### config.mk
export PLATFORM = sky130hd
export DESIGN_NAME = blocking_channel_fifo
export DESIGN_NICKNAME = d
export VERILOG_FILES = /design/src/rtl/blocking_channel_fifo.sv
export SDC_FILE = /design/constraint.sdc
export NUM_CORES = 1
export LEC_CHECK = 0
export CELL_PAD_IN_SITES_DETAIL_PLACEMENT = 0
export CELL_PAD_IN_SITES_GLOBAL_PLACEMENT = 1
export CORE_MARGIN = 8
export CORE_UTILIZATION = 51
export CTS_CLUSTER_DIAMETER = 60
export DETAILED_ROUTE_END_ITERATION = 8
export GPL_TIMING_DRIVEN = 0
export MAX_ROUTING_LAYER = met4
export PLACE_DENSITY = 0.8
export SKIP_CTS_REPAIR_TIMING = 1
export SLEW_MARGIN = 20
export SYNTH_ARGS = -nofsm -noshare
export SYNTH_HDL_FRONTEND = slang
export SYNTH_SLANG_ARGS = --single-unit
### constraint.sdc
create_clock -name clk -period 3.1 [get_ports clk]
set_input_delay 0.93 -clock clk [delete_from_list [all_inputs] [get_ports clk]]
set_output_delay 0.93 -clock clk [all_outputs]
set_load 0.05 [all_outputs]
### src/rtl/blocking_channel_fifo.sv
`default_nettype none
// ============================================================================
// Module   : blocking_channel_fifo
// Brief    : First-word-fall-through message FIFO with registered full,
//            occupancy, almost-full slack and sticky overflow.
//            Optional peak-occupancy statistic: BLOCKING_CHANNEL_FIFO_PEAK_EN
// Revision : 1.0
// ============================================================================
module blocking_channel_fifo #(
    parameter int WIDTH      = 8,
    parameter int DEPTH      = 16,
    parameter int FULL_SLACK = 0
) (
    input  logic                       clk,
    input  logic                       reset,
    input  logic                       initialize,
    input  logic [WIDTH-1:0]           in_data,
    input  logic                       in_valid,
    output logic                       in_is_full,
    output logic [WIDTH-1:0]           out_data,
    output logic                       out_valid,
    input  logic                       out_is_taken,
    output logic [$clog2(DEPTH+1)-1:0] occupancy,
    output logic                       overflow,
    output logic [$clog2(DEPTH+1)-1:0] stats_peak
);

    localparam int AW         = $clog2(DEPTH);
    localparam int CW         = $clog2(DEPTH+1);
    localparam int FULL_LEVEL = DEPTH - FULL_SLACK;
    localparam logic [CW-1:0] FULL_THRESH = CW'(FULL_LEVEL);

    logic [WIDTH-1:0] mem_q [DEPTH];

    logic [AW-1:0] wr_ptr_q, wr_ptr_d;
    logic [AW-1:0] rd_ptr_q, rd_ptr_d;
    logic [CW-1:0] occ_q, occ_d;
    logic          full_q, full_d;
    logic          overflow_q, overflow_d;
    logic          push, pop, wr_en;

    // Full is judged only on registered state, so a same-cycle pop never unblocks a push.
    always_comb begin
        push       = in_valid && !full_q;
        pop        = out_is_taken && (occ_q != '0);
        wr_en      = push && !initialize;
        wr_ptr_d   = wr_ptr_q;
        rd_ptr_d   = rd_ptr_q;
        occ_d      = occ_q;
        overflow_d = overflow_q;
        if (initialize) begin
            wr_ptr_d   = '0;
            rd_ptr_d   = '0;
            occ_d      = '0;
            overflow_d = 1'b0;
        end else begin
            if (push) wr_ptr_d = wr_ptr_q + AW'(1);
            if (pop)  rd_ptr_d = rd_ptr_q + AW'(1);
            case ({push, pop})
                2'b10:   occ_d = occ_q + CW'(1);
                2'b01:   occ_d = occ_q - CW'(1);
                default: occ_d = occ_q;
            endcase
            overflow_d = overflow_q | (in_valid & full_q);
        end
        full_d = (occ_d >= FULL_THRESH);
    end

    always_ff @(posedge clk or posedge reset) begin
        if (reset) begin
            wr_ptr_q   <= '0;
            rd_ptr_q   <= '0;
            occ_q      <= '0;
            full_q     <= 1'b0;
            overflow_q <= 1'b0;
        end else begin
            wr_ptr_q   <= wr_ptr_d;
            rd_ptr_q   <= rd_ptr_d;
            occ_q      <= occ_d;
            full_q     <= full_d;
            overflow_q <= overflow_d;
        end
    end

    always_ff @(posedge clk) begin
        if (wr_en) mem_q[wr_ptr_q] <= in_data;
    end

`ifdef BLOCKING_CHANNEL_FIFO_PEAK_EN
    logic [CW-1:0] peak_q, peak_d;

    always_comb begin
        peak_d = peak_q;
        if (initialize)          peak_d = '0;
        else if (occ_d > peak_q) peak_d = occ_d;
    end

    always_ff @(posedge clk or posedge reset) begin
        if (reset) peak_q <= '0;
        else       peak_q <= peak_d;
    end

    assign stats_peak = peak_q;
`else
    assign stats_peak = '0;
`endif

    assign out_data   = mem_q[rd_ptr_q];
    assign out_valid  = (occ_q != '0);
    assign occupancy  = occ_q;
    assign in_is_full = full_q;
    assign overflow   = overflow_q;

endmodule

`default_nettype wire
==> metrics.md, run 1 <==
| Metric | Value |
|---|---|
| Via count | `3,000` |
| Initial antenna violation count | `0` |
| Clock network power share | `0.332` |
| Final period util | `1.06` |
| Vias/cell | `5.80` |
| Cells after Synth | `306` |
| Hold Vio Cnt, Final | `0` |
| Critical-path cell list | `buf_12 -> clkbuf_16 -> mux4_2 -> mux4_2 -> buf_6` |
| Antenna cells | `0` |
| Max FO, Critical Path | `8` |
| TritonCTS clock tree | `yes` |
| Commonest non-fill, non-tap cell in the layout | `edfxtp_1` |
| Sinks on Clock Net | `142` |
| Post-route DRC | `0` |
| Worst EP required | `2.17 ns` |
| Power Dens Cells | `801 nW/um2` |
| RSZ-0062 raised after global routing | `true` |
| Wirelength, routed | `12,100 um` |
| Min-delay src | `overflow$_DFF_PP0_` |
| Setup ws final | `-0.201 ns` |
| Crit path max-delay cell type | `mux4_2` |
| Clk Latency, worst-skew pair | `0.41 ns` |
| DRT Pass-1 Iters | `4` |
| Worst setup path startpoint | `rd_ptr_q[0]$_DFFE_PP0P_` |
| Vias in the first global route | `3,034` |
| Dpl hpwl | `7590 um` |
| Failing checks | `setup timing` |
| Nets | `382` |
| Worst Skew | `0.00803 ns` |
| CTS H-Tree Depth | `4` |
| Switch share | `0.295` |
| Switching power | `0.00168 W` |
| Area grow syn2layout | `21.7%` |
| R2R setup slack | `0.50 ns` |
| Crit-path max cell delay | `0.53 ns` |
| Die Height | `123 um` |
| RePlAce Congestion | `0.742` |
| Top Ports | `34` |
| Hold crit path type | `reg -> reg` |
| Worst path arrival time | `2.37 ns` |
| Starting density of the core | `0.517` |
| Largest net degree at the start of global routing | `17` |
| Num CTS Buffers | `17` |
| CP Capture Type | `primary output` |
| P_leak | `2.37 nW` |
| Average size of a mapped cell | `19.1 um2` |
| Global route total overflow | `0` |
| Max Cap Viol | `0` |
| FP Rows | `39` |
| Combinational Power Share | `0.275` |
| Startpoint types | `flop` |
| CP dominant cell by count | `mux4_2` |
| GR Util All Layers | `0.171` |
| Final Max Slew Viols | `0` |
| Reg power frac | `0.392` |
| Register bit total from synthesis | `142` |
| Cell Area, Synth | `5850 um2` |
| First-pass GRT wire length | `18,100 um` |
| Share of cells above drive strength 1 | `0.324` |
| Clk slew on worst S/H paths | `0.06 ns` |
| Worst r2r src | `in_is_full$_DFF_PP0_` |
| Synth unique cells | `37` |
| Setup TNS | `-1.24 ns` |
| Design Power | `0.00571 W` |
| Die area | `15,200 um2` |
| Count of final setup violators | `8` |
| Status | `finished, violations left` |
| WL/cell | `23.3 um` |
| Iter 0 DRT Violations | `213` |
| Min cycle time layout | `3.30 ns` |
| Post-route antenna net violation count | `0` |
| Max Buffers Root-to-Sink | `2` |
| Peak supply drop | `0.000495 V` |
| Inst Count DP | `482` |
| Critical path class | `reg -> out` |
| Synth Warn # | `0` |
| Core area | `11,300 um2` |
| CTS Root Cell | `clkbuf_16` |
| Rel. slew slack | `0.541` |
| Max Fclk | `0.303 GHz` |
| Sequential fraction of the synthesis area | `0.717` |
| Internal power | `0.00403 W` |
| Most frequent cells in the layout | `edfxtp_1 (128), mux4_2 (40), clkbuf_16 (20), clkdlybuf4s50_1 (18), nor2_1 (15)` |
| Hold Slack | `0.508 ns` |
| Non-filler cells, final | `517` |
| Die W | `123 um` |
| Worst slew pin tran | `0.688 ns` |
| PortBufs | `27` |
## final cells by class
class                   instances  area (um2)
clock buffers                  18         429
well taps                     143         179
fillers                       796        4200
repair buffers                 35         395
plain buffers                  21         184
flip-flops and latches        142        4200
inverters                       4        15.0
multi-input cells             141        1600
clock inverters                13         125
## registers in the layout, summed over array words and instances (netlist names)
name / count
mem_q: 128
occupancy: 4
overflow: 1
in_is_full: 1
wr_ptr_q: 4
rd_ptr_q: 4
## power by group through the flow
stage / Sequential (W) / Clock, W / Combinational (W)
2_1_floorplan: 0.00235 / 0 / 0.000933
3_3_place_gp: 0.00226 / 0 / 0.00140
3_5_place_dp: 0.00227 / 0 / 0.00143
4_1_cts: 0.00223 / 0.00192 / 0.00144
5_1_grt: 0.00225 / 0.00201 / 0.00167
6_report: 0.00224 / 0.00190 / 0.00157
## critical path, delay by kind of cell, from the launching register on
family	cells	cell delay, ns
flops	1	0.39
buf+inv	3	0.52
mux	2	1.04
## cell usage after synthesis, drive strengths merged
| cell type | instances | area, um2 |
|---|---|---|
| and2 | 1 | 6.26 |
| conb | 1 | 3.75 |
| nor3b | 1 | 7.51 |
| a22o | 1 | 8.76 |
| o311ai | 1 | 26.3 |
| a211o | 1 | 8.76 |
| a21oi | 5 | 25.0 |
| buf | 11 | 78.8 |
| a21o | 1 | 7.51 |
| a32oi | 1 | 8.76 |
| a21boi | 1 | 7.51 |
| o31ai | 1 | 7.51 |
| nand2b | 3 | 18.8 |
| or3 | 2 | 17.5 |
| inv | 4 | 15.0 |
| nand3 | 3 | 15.0 |
| ha | 7 | 87.6 |
| nand4 | 3 | 18.8 |
| clkbuf | 12 | 45.0 |
| nor3 | 5 | 25.0 |
| a41oi | 1 | 8.76 |
| edfxtp | 128 | 3840 |
| nor2b | 3 | 18.8 |
| mux4 | 40 | 901 |
| o21ai | 1 | 5.00 |
| nand2 | 12 | 45.0 |
| dfrtp | 14 | 350 |
| xnor2 | 4 | 35.0 |
| nor2 | 27 | 101 |
| xor2 | 5 | 43.8 |
| mux2 | 1 | 11.3 |
| mux2i | 4 | 40.0 |
| o211a | 1 | 10.0 |
## per-stage QoR
| step | cell area, um2 | setup WS, ns | utilization |
|---|---|---|---|
| floorplan | 5870 | 0.0483 | - |
| detailed placement | 6350 | -0.985 | 0.561 |
| global route | 7120 | -0.265 | 0.629 |
| global placement | 6320 | -0.889 | 0.558 |
| CTS | 6910 | -1.42 | 0.610 |
| finish | 7120 | -0.201 | 0.629 |
## logic make-up (layout without fill, tap and decap cells)
group	after synthesis	after routing	synth area share
DFF	142	142	0.717
muxes	45	45	0.163
other	1	5	0.000641
adders and majority gates	7	7	0.0150
xor gates and xnor gates	9	9	0.0135
and+or+nand+nor	60	60	0.0468
buffers and inverters	27	91	0.0237
AOI/OAI and AO/OA	15	15	0.0212
## path summary, 6_finish.rpt
kind	cells after the start	end
worst max register to register	10	in_is_full$_DFF_PP0_
max in group asynchronous	2	rd_ptr_q[1]$_DFFE_PP0P_
worst min-delay path	2	overflow$_DFF_PP0_
worst max-delay path	5	out_data[5]
min in group asynchronous	2	rd_ptr_q[2]$_DFFE_PP0P_
worst min register to register	2	overflow$_DFF_PP0_
## layer usage
layer,share of wire,vias to the layer above,wire [um],GRT usage
met5,0,-,0,-
met4,0.0080,0,96,0.0512
met3,0.059,12,710,0.0575
met2,0.51,88,6200,0.254
met1,0.42,1577,5060,0.220
li1,-,1323,-,-
(Power assumes the default switching activity.)
==> inputs of run 2 (changes only) <==
GPL_TIMING_DRIVEN = default   (was 0)
==> run 2 against run 1 <==
Net effect: the flow still finishes with violations (setup timing); global-route usage is 0.33 points higher; non-clock buffer count is 15 higher; core utilization grew 1.3 points; die area unchanged; critical path type unchanged; largest power group unchanged.
==> metrics.md, run 2 (synthesis gave the netlist of run 1 again) <==
| Metric | Value |
|---|---|
| Crit-path max cell delay | `0.51 ns` |
| CTS H-Tree Depth | `4` |
| Final Max Slew Viols | `0` |
| Largest net degree at the start of global routing | `36` |
| Peak supply drop | `0.000507 V` |
| Clk Latency, worst-skew pair | `0.41 ns` |
| Crit path max-delay cell type | `mux4_2` |
| CP Capture Type | `primary output` |
| Worst EP required | `2.17 ns` |
| Die W | `123 um` |
| Iter 0 DRT Violations | `198` |
| RSZ-0062 raised after global routing | `true` |
| Die area | `15,200 um2` |
| M1 GR Usage | `0.222` |
| Core area | `11,300 um2` |
| Met3 Resource Use GR | `0.0347` |
| Rel. slew slack | `0.579` |
| Critical-path cell list | `buf_12 -> buf_12 -> mux4_2 -> mux4_2 -> buf_6` |
| CP bufs+invs | `3` |
| Setup ws final | `-0.180 ns` |
| Wirelength, routed | `12,200 um` |
| R2R cell count | `9` |
| Die Height | `123 um` |
| Hold crit path type | `reg -> reg` |
| Via count | `3,048` |
| Nets | `397` |
| Max Buffers Root-to-Sink | `2` |
| Critical path class | `reg -> out` |
| Num CTS Buffers | `17` |
| Worst path arrival time | `2.35 ns` |
| Share of cells above drive strength 1 | `0.326` |
| Final period util | `1.06` |
| Cell family with most CP delay | `multiplexers` |
| Hold Vio Cnt, Final | `0` |
| Power Dens Cells | `811 nW/um2` |
| Area grow syn2layout | `24.3%` |
| GR peak layer | `met2` |
| PortBufs | `28` |
| First-pass GRT wire length | `18,300 um` |
| Vias in the first global route | `3,151` |
| Commonest non-fill, non-tap cell in the layout | `edfxtp_1` |
| WL/cell | `22.9 um` |
| Non-filler cells, final | `533` |
| CTS Root Cell | `clkbuf_16` |
| Design Power | `0.00590 W` |
| GR Util All Layers | `0.174` |
| Vias/cell | `5.72` |
| Startpoint types | `flop` |
| Count of final setup violators | `8` |
| P_leak | `2.48 nW` |
| Most frequent cells in the layout | `edfxtp_1 (128), mux4_2 (40), buf_4 (34), nor2_1 (27)` |
| Met2 Use GR | `0.275` |
| TritonCTS clock tree | `yes` |
| Worst slew pin tran | `0.630 ns` |
| Min cycle time layout | `3.28 ns` |
| DRT Pass-1 Iters | `4` |
| FP Rows | `39` |
| Dpl hpwl | `7380 um` |
| Antenna cells | `0` |
| Crit path depth | `5` |
| Clk slew on worst S/H paths | `0.06 ns` |
| Failing checks | `setup timing` |
| Sinks on Clock Net | `142` |
| Inst Count DP | `493` |
| Starting density of the core | `0.517` |
| Max Cap Viol | `0` |
| Global route total overflow | `0` |
| Max FO, Critical Path | `5` |
| RePlAce Congestion | `0.843` |
| Worst Skew | `0.00861 ns` |
| Status | `finished, violations left` |
| Largest Register | `mem_q` |
| Post-route DRC | `0` |
| Initial antenna violation count | `0` |
| Max Fclk | `0.305 GHz` |
| Top Ports | `34` |
| Post-route antenna net violation count | `0` |
| Hold Path Stages | `2` |
| Max FFs per register | `128` |
## run 2: cell types whose count changed in the layout (fill, tap and decap cells not counted), sizes merged
cell / previous run / this run
clkdlybuf4s50: 18 / 20
clkinv: 9 / 4
dlymetal6s2s: 1 / 0
inv: 4 / 9
clkinvlp: 2 / 3
bufinv: 2 / 3
clkbuf: 29 / 20
buf: 26 / 48
## run 2: worst paths after layout
path	startpoint	end	slack, ns
max	rd_ptr_q[0]$_DFFE_PP0P_	out_data[3]	-0.18
min	overflow$_DFF_PP0_	overflow$_DFF_PP0_	0.54
min reg2reg	overflow$_DFF_PP0_	overflow$_DFF_PP0_	0.54
max in group asynchronous	reset	rd_ptr_q[0]$_DFFE_PP0P_	1.78
max reg2reg	in_is_full$_DFF_PP0_	in_is_full$_DFF_PP0_	0.70
min in group asynchronous	reset	occupancy[0]$_DFF_PP0_	0.89
## run 2: where the power goes
part,internal [W],switching [W]
clock,0.00128,0.000799
sequential,0.00216,0.0000943
combinational,0.000722,0.000840
## run 2: tightest hold or removal path, delay by kind of cell (launching register included)
kind               cells  cell delay (ns)
DFF                    1             0.36
and+or+nand+nor        1             0.09
AOI/OAI and AO/OA      1             0.05
## run 2: layout make-up
cell class	instances	area [um2]
Multi-Input combinational cell	141	1540
Sequential cell	142	4200
Inverter	4	15.0
Fill cell	791	4050
Clock buffer	17	425
Tap cell	143	179
Clock inverter	15	185
Timing Repair Buffer	71	736
## run 2: metrics by stage
step / util / hold slack (ns) / TNS [ns] / worst slack, ns / cell area, um2
6_report: 0.642 / 0.543 / -1.19 / -0.180 / 7270
5_1_grt: 0.642 / 0.565 / -1.58 / -0.224 / 7270
4_1_cts: 0.628 / 0.542 / -2.21 / -0.295 / 7110
3_5_place_dp: 0.574 / 0.524 / 0 / 0.0811 / 6500
3_3_place_gp: 0.574 / 0.483 / 0 / 0.129 / 6500
2_1_floorplan: - / 0.550 / 0 / 0.0483 / 5870
## run 2: per-layer routing
| metal | vias up | wire, um |
|---|---|---|
| li1 | 1352 | - |
| met1 | 1603 | 5230 |
| met2 | 83 | 6330 |
| met3 | 10 | 519 |
| met4 | 0 | 136 |
| met5 | - | 0 |
